**config.mk**
```make
export PLATFORM = sky130hd
export DESIGN_NAME = mc_mainfsm
export DESIGN_NICKNAME = d
export VERILOG_FILES = /design/src/rtl/mc_pkg.sv /design/src/rtl/mc_fsm_outdec.sv /design/src/rtl/mc_mainfsm.sv
export SDC_FILE = /design/constraint.sdc
export NUM_CORES = 1
export LEC_CHECK = 0
export CAP_MARGIN = 0
export CORE_UTILIZATION = 38
export DETAILED_ROUTE_END_ITERATION = 16
export PLACE_DENSITY_LB_ADDON = 0.2
export REMOVE_ABC_BUFFERS = 1
export SYNTH_ARGS = -nofsm -noshare
export SYNTH_HDL_FRONTEND = slang
export SYNTH_HIERARCHICAL = 1
export SYNTH_SLANG_ARGS = --single-unit
```
**constraint.sdc**
```tcl
create_clock -name clk -period 4.8 [get_ports clk]
set_clock_uncertainty 0.05 [all_clocks]
set_input_delay 1.2 -clock clk [delete_from_list [all_inputs] [get_ports clk]]
set_output_delay 1.2 -clock clk [all_outputs]
set_load 0.01 [all_outputs]
```
**src/rtl/mc_pkg.sv**
```systemverilog
`default_nettype none
// ============================================================================
//  Module      : mc_pkg
//  Description : Shared definitions for the multicycle main control FSM:
//                state encoding, datapath select codes, VMUL opcode and the
//                packed control bundle passed from the output decoder.
//  Revision    : 1.0 - initial release
// ============================================================================
package mc_pkg;

  // 4-bit state encoding; codes 12..15 are unused and recover to FETCH
  typedef enum logic [3:0] {
    S_FETCH  = 4'd0,
    S_DECODE = 4'd1,
    S_MEMADR = 4'd2,
    S_MEMRD  = 4'd3,
    S_MEMWB  = 4'd4,
    S_MEMWR  = 4'd5,
    S_EXECR  = 4'd6,
    S_EXECI  = 4'd7,
    S_ALUWB  = 4'd8,
    S_BRANCH = 4'd9,
    S_VMULS  = 4'd10,
    S_VMULW  = 4'd11
  } state_t;

  // ALU A operand select
  localparam logic [1:0] SRCA_REG  = 2'b00;
  localparam logic [1:0] SRCA_PC   = 2'b01;

  // ALU B operand select
  localparam logic [1:0] SRCB_REG  = 2'b00;
  localparam logic [1:0] SRCB_IMM  = 2'b01;
  localparam logic [1:0] SRCB_FOUR = 2'b10;

  // Result bus select
  localparam logic [1:0] RES_ALUOUT = 2'b00;
  localparam logic [1:0] RES_DATA   = 2'b01;
  localparam logic [1:0] RES_ALU    = 2'b10;

  // Funct[4:1] code identifying VMUL within Op=11
  localparam logic [3:0] VMUL_FUNCT = 4'b0000;

  // Control lines produced for one state
  typedef struct packed {
    logic       irwrite;
    logic       nextpc;
    logic       adrsrc;
    logic [1:0] alusrca;
    logic [1:0] alusrcb;
    logic [1:0] resultsrc;
    logic       regw;
    logic       memw;
    logic       branch;
    logic       aluop;
    logic       vmul_start;
  } ctrl_t;

  // True when the instruction class/function select the vector multiply
  function automatic logic is_vmul(input logic [1:0] op, input logic [3:0] funct_41);
    return (op == 2'b11) && (funct_41 == VMUL_FUNCT);
  endfunction

endpackage
`default_nettype wire

```
**src/rtl/mc_fsm_outdec.sv**
```systemverilog
`default_nettype none
// ============================================================================
//  Module      : mc_fsm_outdec
//  Description : Combinational state-to-controls decoder for mc_mainfsm.
//                Pure Moore decode except FETCH IRWrite/NextPC, which follow
//                mem_ready. VMULS/VMULW decode only exists when
//                MC_MAINFSM_VEC_MUL_EN is defined.
//  Revision    : 1.0 - initial release
// ============================================================================
module mc_fsm_outdec
  import mc_pkg::*;
(
  input  logic [3:0] i_state,
  input  logic       i_mem_ready,
  output ctrl_t      o_ctrl
);

  // Decode the current state into datapath selects and strobes
  always_comb begin
    o_ctrl = '0;
    case (i_state)
      S_FETCH: begin
        o_ctrl.adrsrc    = 1'b0;
        o_ctrl.alusrca   = SRCA_PC;
        o_ctrl.alusrcb   = SRCB_FOUR;
        o_ctrl.resultsrc = RES_ALU;
        o_ctrl.irwrite   = i_mem_ready;
        o_ctrl.nextpc    = i_mem_ready;
      end
      S_DECODE: begin
        o_ctrl.alusrca   = SRCA_PC;
        o_ctrl.alusrcb   = SRCB_FOUR;
        o_ctrl.resultsrc = RES_ALU;
      end
      S_MEMADR: begin
        o_ctrl.alusrca   = SRCA_REG;
        o_ctrl.alusrcb   = SRCB_IMM;
      end
      S_MEMRD: begin
        o_ctrl.adrsrc    = 1'b1;
      end
      S_MEMWB: begin
        o_ctrl.resultsrc = RES_DATA;
        o_ctrl.regw      = 1'b1;
      end
      S_MEMWR: begin
        o_ctrl.adrsrc    = 1'b1;
        o_ctrl.memw      = 1'b1;
      end
      S_EXECR: begin
        o_ctrl.alusrca   = SRCA_REG;
        o_ctrl.alusrcb   = SRCB_REG;
        o_ctrl.aluop     = 1'b1;
      end
      S_EXECI: begin
        o_ctrl.alusrca   = SRCA_REG;
        o_ctrl.alusrcb   = SRCB_IMM;
        o_ctrl.aluop     = 1'b1;
      end
      S_ALUWB: begin
        o_ctrl.resultsrc = RES_ALUOUT;
        o_ctrl.regw      = 1'b1;
      end
      S_BRANCH: begin
        o_ctrl.alusrca   = SRCA_REG;
        o_ctrl.alusrcb   = SRCB_IMM;
        o_ctrl.resultsrc = RES_ALU;
        o_ctrl.branch    = 1'b1;
      end
`ifdef MC_MAINFSM_VEC_MUL_EN
      S_VMULS: begin
        o_ctrl.vmul_start = 1'b1;
        o_ctrl.aluop      = 1'b1;
      end
      S_VMULW: begin
        o_ctrl.aluop      = 1'b1;
      end
`endif
      default: o_ctrl = '0;
    endcase
  end

endmodule
`default_nettype wire

```
**src/rtl/mc_mainfsm.sv**
```systemverilog
`default_nettype none
// ============================================================================
//  Module      : mc_mainfsm
//  Description : Main control FSM of the multicycle processor. Sequences
//                fetch / decode / execute / writeback across the shared ALU,
//                register file, memory port and IR, with a mem_ready
//                handshake for variable memory latency.
//  Config      : MC_MAINFSM_VEC_MUL_EN - enables the VMULS/VMULW path for
//                the multi-cycle vector multiplier (vmul_start/vmul_done).
//  Revision    : 1.0 - initial release
// ============================================================================
module mc_mainfsm
  import mc_pkg::*;
(
  input  logic       clk,
  input  logic       reset,
  input  logic [1:0] Op,
  input  logic [5:0] Funct,
  input  logic       mem_ready,
  input  logic       vmul_done,
  output logic       IRWrite,
  output logic       NextPC,
  output logic       AdrSrc,
  output logic [1:0] ALUSrcA,
  output logic [1:0] ALUSrcB,
  output logic [1:0] ResultSrc,
  output logic       RegW,
  output logic       MemW,
  output logic       Branch,
  output logic       ALUOp,
  output logic       vmul_start,
  output logic [3:0] state
);

  state_t r_state;
  state_t w_next;
  ctrl_t  w_ctrl;

`ifndef MC_MAINFSM_VEC_MUL_EN
  // Multiplier handshake and VMUL function bits have no effect in this build
  logic w_unused_vmul;
  assign w_unused_vmul = ^{vmul_done, Funct[4:1]};
`endif

  // State register; reset drops straight back to FETCH, abandoning any access
  always_ff @(posedge clk or negedge reset) begin
    if (!reset) begin
      r_state <= S_FETCH;
    end else begin
      r_state <= w_next;
    end
  end

  // Next-state selection from Op/Funct and the memory/multiplier handshakes
  always_comb begin
    w_next = S_FETCH;
    case (r_state)
      S_FETCH:  w_next = mem_ready ? S_DECODE : S_FETCH;
      S_DECODE: begin
        case (Op)
          2'b01:   w_next = S_MEMADR;
          2'b10:   w_next = S_BRANCH;
          2'b00:   w_next = Funct[5] ? S_EXECI : S_EXECR;
          default: w_next = S_EXECR;
        endcase
      end
      S_MEMADR: w_next = Funct[0] ? S_MEMRD : S_MEMWR;
      S_MEMRD:  w_next = mem_ready ? S_MEMWB : S_MEMRD;
      S_MEMWB:  w_next = S_FETCH;
      S_MEMWR:  w_next = mem_ready ? S_FETCH : S_MEMWR;
`ifdef MC_MAINFSM_VEC_MUL_EN
      S_EXECR:  w_next = is_vmul(Op, Funct[4:1]) ? S_VMULS : S_ALUWB;
      S_VMULS:  w_next = S_VMULW;
      S_VMULW:  w_next = vmul_done ? S_ALUWB : S_VMULW;
`else
      S_EXECR:  w_next = S_ALUWB;
`endif
      S_EXECI:  w_next = S_ALUWB;
      S_ALUWB:  w_next = S_FETCH;
      S_BRANCH: w_next = S_FETCH;
      default:  w_next = S_FETCH;
    endcase
  end

  mc_fsm_outdec u_outdec (
    .i_state     (r_state),
    .i_mem_ready (mem_ready),
    .o_ctrl      (w_ctrl)
  );

  // Strobes are squashed while reset is held so no write or PC update can
  // leak out during the asynchronous return to FETCH; selects pass through.
  assign IRWrite    = w_ctrl.irwrite    & reset;
  assign NextPC     = w_ctrl.nextpc     & reset;
  assign RegW       = w_ctrl.regw       & reset;
  assign MemW       = w_ctrl.memw       & reset;
  assign Branch     = w_ctrl.branch     & reset;
  assign vmul_start = w_ctrl.vmul_start & reset;
  assign AdrSrc     = w_ctrl.adrsrc;
  assign ALUSrcA    = w_ctrl.alusrca;
  assign ALUSrcB    = w_ctrl.alusrcb;
  assign ResultSrc  = w_ctrl.resultsrc;
  assign ALUOp      = w_ctrl.aluop;
  assign state      = r_state;

endmodule
`default_nettype wire

```
==> results of run 1 <==
==> worst max-delay path, delay by kind of cell <==
family,cells,cell delay [ns]
AND/OR/NAND/NOR,2,0.35
buffers and inverters,2,1.12
==> cells by family after synthesis <==
| logic type | Yosys count | synth area share, % |
|---|---|---|
| and+or+nand+nor | 30 | 39.85 |
| buffers and inverters | 14 | 17.04 |
| AOI/OAI and AO/OA | 11 | 15.54 |
| DFF | 4 | 20.05 |
| adders and majority gates | 2 | 5.012 |
| xor gates and xnor gates | 1 | 1.755 |
| other | 1 | 0.7512 |
==> stage by stage <==
step | setup WS (ns) | cells | hold slack, ns | cell area, um^2 | total power, uW
after floorplan | 2.006 | 56 | 0.5992 | 440.4 | 189.8
after global placement | 0.8985 | 92 | 0.6531 | 678.2 | 302.3
after detailed placement | 0.8894 | 92 | 0.6589 | 678.2 | 303.0
after CTS | 0.8881 | 95 | 0.6702 | 700.7 | 348.1
after global routing | 0.8170 | 95 | 0.7414 | 700.7 | 375.6
final | 0.8894 | 95 | 0.6759 | 700.7 | 345.9
==> routing by layer <==
metal / vias to the layer above / GRT usage, % / wire, um
met1: 233 / 21.58 / 463
li1: 252 / - / -
met4: 0 / 8.036 / 0
met3: 0 / 5.814 / 72
met5: - / 0 / 0
met2: 22 / 26.27 / 502
==> power by group <==
part           total, uW  internal, uW  switching (uW)
clock               42.3          28.0            14.3
sequential          94.2          45.5            48.8
combinational        209           130            79.7
total                346           203             143
==> worst max path at each step <==
stage,to
2_1_floorplan,IRWrite
3_3_place_gp,IRWrite
3_5_place_dp,IRWrite
4_1_cts,IRWrite
5_1_grt,IRWrite
6_report,IRWrite
==> cell type report <==
class | instances | share of cell area, %
flip-flops and latches | 4 | 14.29
repair buffers | 22 | 31.43
well taps | 14 | 2.500
clock buffers | 3 | 3.214
multi-input cells | 46 | 45.36
inverters | 6 | 3.214
==> cell usage after synthesis, types with 2 or more instances <==
| library cell | number | area (um^2) |
|---|---|---|
| a21oi_1 | 3 | 15.01 |
| nand3_1 | 2 | 10.01 |
| inv_1 | 6 | 22.52 |
| buf_4 | 4 | 30.03 |
| buf_2 | 2 | 10.01 |
| dfrtp_1 | 4 | 100.1 |
| and2_1 | 6 | 37.54 |
| nor3_1 | 3 | 15.01 |
| a211oi_1 | 3 | 22.52 |
| nand2b_1 | 3 | 18.77 |
| ha_1 | 2 | 25.02 |
| buf_6 | 2 | 22.52 |
| nor2_1 | 6 | 22.52 |
==> impl_metrics.yaml, run 1 <==
critical_path:
  regToRegSetupSlack_ns: 3.20
  slowest_stage: "clkdlybuf4s50_1"
  path_max_fanout: 5
  worstPathCellList: "clkdlybuf4s50_1 > and4_1 > and2_1 > clkdlybuf4s50_1"
  endpoint_kind: "output port"
  rr_worst_depth: 3
  timing.rr.end: "state[2]$_DFF_PN0_"
  path_common_cell: "clkdlybuf4s50_1"
  arrival_ns: 2.66
  startpoint: "mem_ready"
  worstSetupPathType: "primary input to output port"
  worst_path_largest_cell_delay_ns: 0.59
  cp-start-kind: "primary input"
  reg2reg_from: "state[1]$_DFF_PN0_"
  worstPathRequired_ns: 3.55
drt:
  vias: 507
  drt-pass1-iter-count: 4
  viasPerCell: 5.337
  routedWlPerCell_um: 10.93
  wl_um: 1038
  drc_errors: 0
  dr.first_iter.drc_count: 14
  ant_nets: 0
floorplan:
  die_h_um: 38.25
  placementRows: 12
  die_area_um2: 1463
  initial_core_util_pct: 43.18
  pin_count: 30
  die_x_um: 38.25
  core_um2: 1156
clocking:
  cts_sinks: 4
  cts_buffers: 3
  cts_tree: "yes"
  clk_pin_slew_worst_paths_ns: 0.04
  clockRootBuffer: "clkbuf_4"
  postCtsSetupRepairBufs: 0
  htreeDepth: 1
  insertion_delay_ns: 0.23
  holdBufCountCts: 0
  cts_max_path_buffers: 2
  cts_resized: 0
finish:
  largest_reg_flops: 4
  layout_common_cells: "clkdlybuf4s50_1 (22), nor2_1 (6), inv_1 (6), and2_1 (6), dfrtp_1 (4)"
  layout_commonest_cell: "clkdlybuf4s50_1"
  multi_input_area_um2: 317.8
  area_delta_synth_final_pct: 40.35
  seq_area_um2: 100.1
  final_core_util_pct: 60.61
  n_antenna_cell: 0
  nets: 97
  layout-drive-gt1-share_pct: 6.173
  fillers: 122
outcome:
  status: "finished clean"
sta:
  layout_min_cycle_time_ns: 3.911
  finalSetupTns_ns: 0
  fin_crit_sh_pct: 81.47
  worst_pin_slew_ns: 0.5495
  fmax_mhz: 255.7
  finalHoldViolCount: 0
  timing.slew.headroom_pct: 63.36
  final-setup-viol-count: 0
  rsz0062_at_grt: "no"
  maxSlewViolCount: 0
synthesis:
  yosysWarnings: 6
  synthesis.area_um2: 499.2
  syn_inst: 63
  syn_area_per_cell_um2: 7.924
  synthFlopType: "dfrtp_1"
  synthArstFlopShare_pct: 100.0
  synth_edf_count: 0
  seq_area_frac_synth_pct: 20.05
  ys_types: 30
  ys_seq_elements: 4
worst_hold_path:
  hold_depth: 1
  holdPathEnd: "state[3]$_DFF_PN0_"
  hold_start: "state[3]$_DFF_PN0_"
  min_path_type: "flip-flop to flip-flop"
global_routing:
  grt_pass1_wl_um: 1725
  grt_pass1_vias: 378
  grt_max_degree: 21
  overflow: 0
  antenna_found_initial: 0
  grt_usage_pct: 17.24
placement:
  hpwl_um: 684.9
  port_buffers: 22
  finalWeightedCongestion: 0.7185
job:
  maxCapViolCount: 0
power_and_ir_drop:
  irDropWorstVdd_mv: 0.2374
  pwr_density_cell_nw_per_um2: 493.6
  p_leak_uw: 0.0002863
(Power assumes the default switching activity.)
==> run 2: changes to the inputs <==
--- a/config.mk
+++ b/config.mk
@@ -6,7 +6,7 @@
 export NUM_CORES = 1
 export LEC_CHECK = 0
 export CAP_MARGIN = 0
-export CORE_UTILIZATION = 38
+export CORE_UTILIZATION = 36
 export DETAILED_ROUTE_END_ITERATION = 16
 export PLACE_DENSITY_LB_ADDON = 0.2
 export REMOVE_ABC_BUFFERS = 1
==> constraint.sdc (replaced) <==
create_clock -name clk -period 3.83 [get_ports clk]
set_clock_uncertainty 0.05 [all_clocks]
set_input_delay 0.9575 -clock clk [delete_from_list [all_inputs] [get_ports clk]]
set_output_delay 0.9575 -clock clk [all_outputs]
set_load 0.01 [all_outputs]
==> impl_metrics.yaml, run 2 (synthesis results as in run 1) <==
global_routing:
  grt_usage_pct: 15.59
  antenna_found_initial: 0
  grt_pass1_vias: 386
  overflow: 0
  grt_max_degree: 21
  grt_pass1_wl_um: 1587
power_and_ir_drop:
  p_comb_share_pct: 61.0
  p_leak_uw: 0.0002863
  irDropWorstVdd_mv: 0.3685
  p_seq_share_pct: 27.5
  clkPwrFrac_pct: 11.5
  pwr_density_cell_nw_per_um2: 610.8
  swShare_pct: 40.68
  power.switching_uw: 174.4
  p_int_uw: 254.3
sta:
  rsz0062_at_grt: "no"
  finalSetupTns_ns: 0
  timing.slew.headroom_pct: 63.50
  final-setup-viol-count: 0
  finalHoldViolCount: 0
  fmax_mhz: 290.4
  finalWorstSetupSlack_ns: 0.3867
  fin_crit_sh_pct: 89.90
  worst_pin_slew_ns: 0.5475
  layout_min_cycle_time_ns: 3.443
  maxSlewViolCount: 0
drt:
  dr.first_iter.drc_count: 3
  viasPerCell: 4.990
  drt-pass1-iter-count: 4
  wl_um: 982
  routedWlPerCell_um: 10.23
  vias: 479
  ant_nets: 0
  drc_errors: 0
floorplan:
  die_h_um: 39.24
  pin_count: 30
  die_area_um2: 1540
  die_x_um: 39.24
  initial_core_util_pct: 38.37
  placementRows: 13
  core_um2: 1301
critical_path:
  endpoint_kind: "output port"
  worstPathRequired_ns: 2.82
  timing.rr.end: "state[2]$_DFF_PN0_"
  cp-start-kind: "primary input"
  regToRegSetupSlack_ns: 2.23
  reg2reg_from: "state[1]$_DFF_PN0_"
  worstSetupPathType: "primary input to output port"
  path_max_fanout: 5
  rr_worst_depth: 3
  arrival_ns: 2.44
clocking:
  postCtsSetupRepairBufs: 0
  holdBufCountCts: 0
  clockRootBuffer: "clkbuf_4"
  cts_buffers: 3
  htreeDepth: 1
  cts_tree: "yes"
  cts_max_path_buffers: 2
  cts_resized: 0
  cts_sinks: 4
  clk_pin_slew_worst_paths_ns: 0.03
  insertion_delay_ns: 0.23
job:
  maxCapViolCount: 0
worst_hold_path:
  min_path_type: "flip-flop to flip-flop"
  holdPathEnd: "state[3]$_DFF_PN0_"
  hold_start: "state[3]$_DFF_PN0_"
  hold_depth: 1
finish:
  area_delta_synth_final_pct: 40.60
  fillers: 135
  layout_common_cells: "clkdlybuf4s50_1 (22), nor2_1 (6), inv_1 (6), and2_1 (6), dfrtp_1 (4)"
  layout-drive-gt1-share_pct: 6.173
  stdcell_area_um2: 701.9
  layout_commonest_cell: "clkdlybuf4s50_1"
  nets: 97
  largest_reg_flops: 4
  n_antenna_cell: 0
placement:
  hpwl_um: 707.2
  port_buffers: 22
  placement.cell_area_um2: 679.4
  finalWeightedCongestion: 0.6718
  place_ws_ns: 0.3814
outcome:
  status: "finished clean"
## run 2: cell counts in the layout (fill, tap and decap cells not counted)
No cell type changed its count.
## run 2: worst max-delay path by stage
stage | start | to | slack [ns] | cells past startpoint
6_report | mem_ready | NextPC | 0.39 | 4
5_1_grt | mem_ready | IRWrite | 0.33 | 4
4_1_cts | mem_ready | NextPC | 0.38 | 4
3_5_place_dp | mem_ready | NextPC | 0.38 | 4
3_3_place_gp | mem_ready | IRWrite | 0.40 | 4
2_1_floorplan | state[2]$_DFF_PN0_ | Branch | 1.52 | 3
## run 2: power groups by stage
stage,clock (uW),combinational (uW),sequential [uW]
after global placement,0,261,119
final,49.3,262,118
after floorplan,0,128,110
after global routing,53.7,285,128
after detailed placement,0,263,119
after CTS,50.8,263,118
## run 2: cell type report
cell class              instances  area [um^2]  area share (%)
clock buffers                   3        22.52           3.209
flip-flops and latches          4        100.1           14.26
repair buffers                 22        220.2           31.37
well taps                      15        18.77           2.674
inverters                       6        22.52           3.209
multi-input cells              46        317.8           45.28
## run 2: worst max-delay path, cell delays in order
cell	delay [ns]
clkdlybuf4s50_1	0.60
and4_1	0.23
and2_1	0.12
clkdlybuf4s50_1	0.52
## run 2: through the flow
| step | total power (uW) | hold WS (ns) | std cells | utilization, % |
|---|---|---|---|---|
| final | 428.7 | 0.6643 | 96 | 53.94 |
| after global routing | 466.8 | 0.7351 | 96 | 53.94 |
| after CTS | 432.0 | 0.6653 | 96 | 53.94 |
| after detailed placement | 381.4 | 0.6550 | 93 | 52.21 |
| after global placement | 380.0 | 0.6627 | 93 | 52.21 |
| after floorplan | 237.9 | 0.5992 | 56 | - |
## run 2: metal layers
metal,up-vias,share of wire [%],GRT usage (%)
met3,0,5.0,3.468
met5,-,0,0
li1,254,-,-
met2,17,48,26.67
met4,0,0,7.759
met1,208,47,17.89
